$ cat src/rtl/gray_counter_n.sv
// gray_counter_n: parametrised up/down Gray-code counter.
// A single binary register holds the count; the Gray view is derived from
// the next binary value and registered beside it, so both views update on
// the same edge and no input reaches an output combinationally.
// Load takes a Gray-encoded value. Overflow/Underflow are sticky wrap flags,
// and Wrap is a one-cycle strobe that accompanies the wrapped value.
// Build option: define GRAY_COUNTER_SAT_EN for saturating mode. In that mode
// a step that would wrap holds at max/0 instead, still sets the matching
// flag, and Wrap is never asserted.
module gray_counter_n #(
  parameter int WIDTH    = 3,
  parameter int INIT_BIN = 0
) (
  input  logic             Clk,
  input  logic             Reset,
  input  logic             En,
  input  logic             Dir,
  input  logic             Load,
  input  logic [WIDTH-1:0] LoadGray,
  input  logic             FlagClr,
  output logic [WIDTH-1:0] Output,
  output logic [WIDTH-1:0] BinOut,
  output logic             Overflow,
  output logic             Underflow,
  output logic             Wrap
);

  localparam logic [WIDTH-1:0] INIT_B  = WIDTH'(INIT_BIN);
  localparam logic [WIDTH-1:0] INIT_G  = INIT_B ^ (INIT_B >> 1);
  localparam logic [WIDTH-1:0] MAX_B   = {WIDTH{1'b1}};
  localparam logic [WIDTH-1:0] ZERO_B  = '0;
  localparam logic [WIDTH-1:0] ONE_B   = WIDTH'(1);

  // Power-up values match the reset values.
  logic [WIDTH-1:0] b_reg    = INIT_B;
  logic [WIDTH-1:0] gray_reg = INIT_G;
  logic             ovf_reg  = 1'b0;
  logic             unf_reg  = 1'b0;
  logic             wrap_reg = 1'b0;

  logic [WIDTH-1:0] b_next;
  logic [WIDTH-1:0] gray_next;
  logic             ovf_next;
  logic             unf_next;
  logic             wrap_next;
  logic [WIDTH-1:0] load_bin;

  // Gray to binary: each binary bit is the XOR of all Gray bits at or above
  // it. Written per bit so there is no ripple chain through one vector.
  for (genvar gi = 0; gi < WIDTH; gi++) begin : g_gray2bin
    assign load_bin[gi] = ^LoadGray[WIDTH-1:gi];
  end

  // Next-state selection: load beats counting; flags clear first so a wrap
  // in the same cycle as FlagClr re-sets its own flag.
  always_comb begin
    b_next    = b_reg;
    wrap_next = 1'b0;
    ovf_next  = ovf_reg & ~FlagClr;
    unf_next  = unf_reg & ~FlagClr;
    if (Load) begin
      b_next = load_bin;
    end else if (En && Dir) begin
      if (b_reg == MAX_B) begin
        ovf_next = 1'b1;
`ifdef GRAY_COUNTER_SAT_EN
        b_next = MAX_B;
`else
        b_next    = ZERO_B;
        wrap_next = 1'b1;
`endif
      end else begin
        b_next = b_reg + ONE_B;
      end
    end else if (En) begin
      if (b_reg == ZERO_B) begin
        unf_next = 1'b1;
`ifdef GRAY_COUNTER_SAT_EN
        b_next = ZERO_B;
`else
        b_next    = MAX_B;
        wrap_next = 1'b1;
`endif
      end else begin
        b_next = b_reg - ONE_B;
      end
    end
    gray_next = b_next ^ (b_next >> 1);
  end

  // State and output registers; Reset dominates everything else.
  always_ff @(posedge Clk) begin
    if (Reset) begin
      b_reg    <= INIT_B;
      gray_reg <= INIT_G;
      ovf_reg  <= 1'b0;
      unf_reg  <= 1'b0;
      wrap_reg <= 1'b0;
    end else begin
      b_reg    <= b_next;
      gray_reg <= gray_next;
      ovf_reg  <= ovf_next;
      unf_reg  <= unf_next;
      wrap_reg <= wrap_next;
    end
  end

  assign Output    = gray_reg;
  assign BinOut    = b_reg;
  assign Overflow  = ovf_reg;
  assign Underflow = unf_reg;
  assign Wrap      = wrap_reg;

endmodule

$ cat config.mk
export PLATFORM = sky130hd
export DESIGN_NAME = gray_counter_n
export DESIGN_NICKNAME = d
export VERILOG_FILES = /design/src/rtl/gray_counter_n.sv
export SDC_FILE = /design/constraint.sdc
export NUM_CORES = 1
export LEC_CHECK = 0
export ABC_AREA = 1
export ABC_CLOCK_PERIOD_IN_PS = 2700
export CELL_PAD_IN_SITES_DETAIL_PLACEMENT = 1
export CELL_PAD_IN_SITES_GLOBAL_PLACEMENT = 1
export CORE_MARGIN = 10
export CORE_UTILIZATION = 30
export DETAILED_ROUTE_END_ITERATION = 6
export PLACE_DENSITY = 0.83
export SLEW_MARGIN = 10
export SYNTH_ARGS = -nofsm -noshare
export SYNTH_HDL_FRONTEND = slang
export SYNTH_SLANG_ARGS = --single-unit
export TNS_END_PERCENT = 20
$ cat constraint.sdc
create_clock -name Clk -period 2.7 [get_ports Clk]
set_input_delay 0.54 -clock Clk [delete_from_list [all_inputs] [get_ports Clk]]
set_output_delay 0.54 -clock Clk [all_outputs]
set_load 0.01 [all_outputs]
==> reports/summary.txt <==
Synth Warn # -> 0
Syn Area/Cell -> 6.54 µm²
final setup fails -> 0
die area -> 0.00375 mm²
hold_buf cts -> 0
Pre-antenna DRT Iters -> 3
H-Tree Depth -> 1
hpwl dp -> 1190 µm
Power per Cell Area -> 454 mW/mm²
clock sinks -> 8
Sw Ratio -> 0.298
crit path kind -> reg -> out
Net Sw Power -> 96.9 µW
total power -> 325 µW
Worst Skew -> 0.00184 ns
distinct cell type count after synthesis -> 17
Tightest Pin Transition -> 0.268 ns
FMAX -> 0.575 GHz
crit-path max FO -> 5
post-route ant nets -> 0
CP max stage delay -> 0.56 ns
layout net count -> 112
flops & latches, synth -> 8
DRC Markers -> 0
buffer depth of the longest clock path -> 2
Seq/Total Area, Yosys -> 0.314
critical-path cell list -> clkdlybuf4s50_1
Vias/cell -> 4.88
Synthesized Nets -> 91
Die Y -> 61.3 µm
CP max-delay cell -> clkdlybuf4s50_1
CTS tree -> yes
clock-pin slew on the worst setup and hold paths -> 0.05 ns
antenna cells -> 0
Fill cells -> 216
max cap viols -> 0
sequential share of power -> 0.409
Crit path buffers/inverters -> 1
setup TNS -> 0 ns
Arrival @ worst endpoint -> 1.20 ns
CTS resizes -> 0
Int Pwr -> 228 µW
Max Transition Viols Final -> 0
number of CTS-inserted buffers -> 3
Hold WS -> 0.465 ns
Die Wd -> 61.3 µm
Hold Crit Class -> reg -> reg
IO Port Bufs -> 17
status -> finished clean
type of origin of the critical path -> flip-flop
first-pass GRT wire length -> 2250 µm
initial core utilization -> 0.327
initial antenna violation count -> 0
Area Overhead vs Synth -> 40.2%
Clock Root Buffer -> clkbuf_4
Site Rows -> 14
detailed-route via count -> 552
post-CTS setup buffer count -> 0
All-Layer GR Usage -> 0.0763
combinational share of power -> 0.324
Clk Latency, worst-skew pair -> 0.25 ns
Core Area -> 0.00156 mm²
grt total ovfl -> 0
fraction of layout cells with a size suffix above 1 -> 0.103
Mapped Cells -> 78
Crit path max-delay family -> buffers and inverters
pin count of the biggest net entering global routing -> 8
Final period util -> 0.644
DR WL/cell -> 12.0 µm
GPL Wtd Cong -> 0.767
VDD IR max -> 0.248 mV
endpoints failing hold -> 0
clock share of power -> 0.267
Worst Setup End Kind -> primary output
RSZ-0062 raised after global routing -> false
mapped cell area -> 510 µm²
max_slew headroom -> 0.821
Tmin final -> 1.74 ns
required time of the critical path -> 2.16 ns
routed wire length -> 1360 µm
vias in the first global route -> 565
Leak -> 0.352 nW
Iter 0 DRT Violations -> 6
I/O pin count -> 18
[cells by family after synthesis]
group                    after synthesis  share of synthesized area
adder cells (fa/ha/maj)                4                     0.0980
buffers and inverters                 13                      0.103
flip-flops                             8                      0.314
AND/OR/NAND/NOR                       45                      0.392
AO/OA/AOI/OAI                          8                     0.0931
[worst register-to-register path, stage by stage (launching register included)]
cell and delay [ns]:
dfxtp_1 0.37, inv_1 0.11, ha_1 0.32, nand2_1 0.07, inv_1 0.04, nand2_1 0.07, o21ai_2 0.07, nor2_2 0.17
nand2_1 0.07, nand2_1 0.05, nor2_1 0.03
[metrics by stage]
| step | instance area [µm²] | worst slack [ns] | cells | util |
|---|---|---|---|---|
| after floorplan | 510 | 1.29 | 78 | - |
| after global placement | 693 | 0.800 | 110 | 0.445 |
| after detailed placement | 693 | 0.781 | 110 | 0.445 |
| after CTS | 716 | 0.933 | 113 | 0.459 |
| after global routing | 716 | 0.906 | 113 | 0.459 |
| final | 716 | 0.960 | 113 | 0.459 |
[layer usage]
metal / vias up / global-route usage / share of wire
li1: 284 / - / -
met3: 0 / 0.0267 / 0.040
met4: 0 / 0.0195 / 0
met1: 254 / 0.0861 / 0.48
met2: 14 / 0.133 / 0.48
met5: - / 0 / 0
[cell type report]
type	instances	area (µm²)	share of cell area
Multi-Input combinational cell	57	298	0.416
Timing Repair Buffer	17	170	0.238
Sequential cell	8	160	0.224
Inverter	12	45.0	0.0629
Clock buffer	3	22.5	0.0315
Tap cell	16	20.0	0.0280
[worst paths after layout]
kind	startpoint	to	slack, ns	cells after the start
worst min-delay path	Underflow	Underflow	0.47	2
worst max-delay path	BinOut[2]	Output[2]	0.96	1
worst max register to register	BinOut[0]	Output[0]	1.22	10
worst min register to register	Underflow	Underflow	0.47	2
[cells in the mapped netlist]
cell type | n | area (µm²)
nor2_1 | 6 | 22.5
nand3b_1 | 1 | 7.51
nand2_1 | 25 | 93.8
dfxtp_1 | 8 | 160
buf_4 | 1 | 7.51
ha_1 | 4 | 50.1
or2_1 | 1 | 6.26
inv_2 | 1 | 3.75
nor2_2 | 1 | 6.26
a21oi_1 | 6 | 30.0
nor3_1 | 1 | 5.00
nand3_2 | 1 | 10.0
nand3_1 | 6 | 30.0
o21ai_2 | 2 | 17.5
nand4_1 | 1 | 6.26
inv_1 | 11 | 41.3
nand2_2 | 2 | 12.5
[cells in the final DEF, fill, tap and decap left out, drive strengths merged]
master         netlist  layout
nand2               27      27
clkdlybuf4s50        0      17
inv                 12      12
dfxtp                8       8
nand3                7       7
nor2                 7       7
a21oi                6       6
ha                   4       4
clkbuf               0       3
o21ai                2       2
nor3                 1       1
nand4                1       1
nand3b               1       1
or2                  1       1
[registers in the layout, summed over array words and instances, names as in the netlist]
register,cells
Wrap,1
Underflow,1
Overflow,1
Output,2
BinOut,3
[power groups by stage]
stage | Combinational, mW | Sequential (mW) | Clock [mW]
final | 0.105 | 0.133 | 0.0868
after global routing | 0.119 | 0.134 | 0.0978
after CTS | 0.107 | 0.133 | 0.0919
after detailed placement | 0.106 | 0.136 | 0
after global placement | 0.103 | 0.135 | 0
after floorplan | 0.0545 | 0.140 | 0
Power figures use the tool's default switching activity.
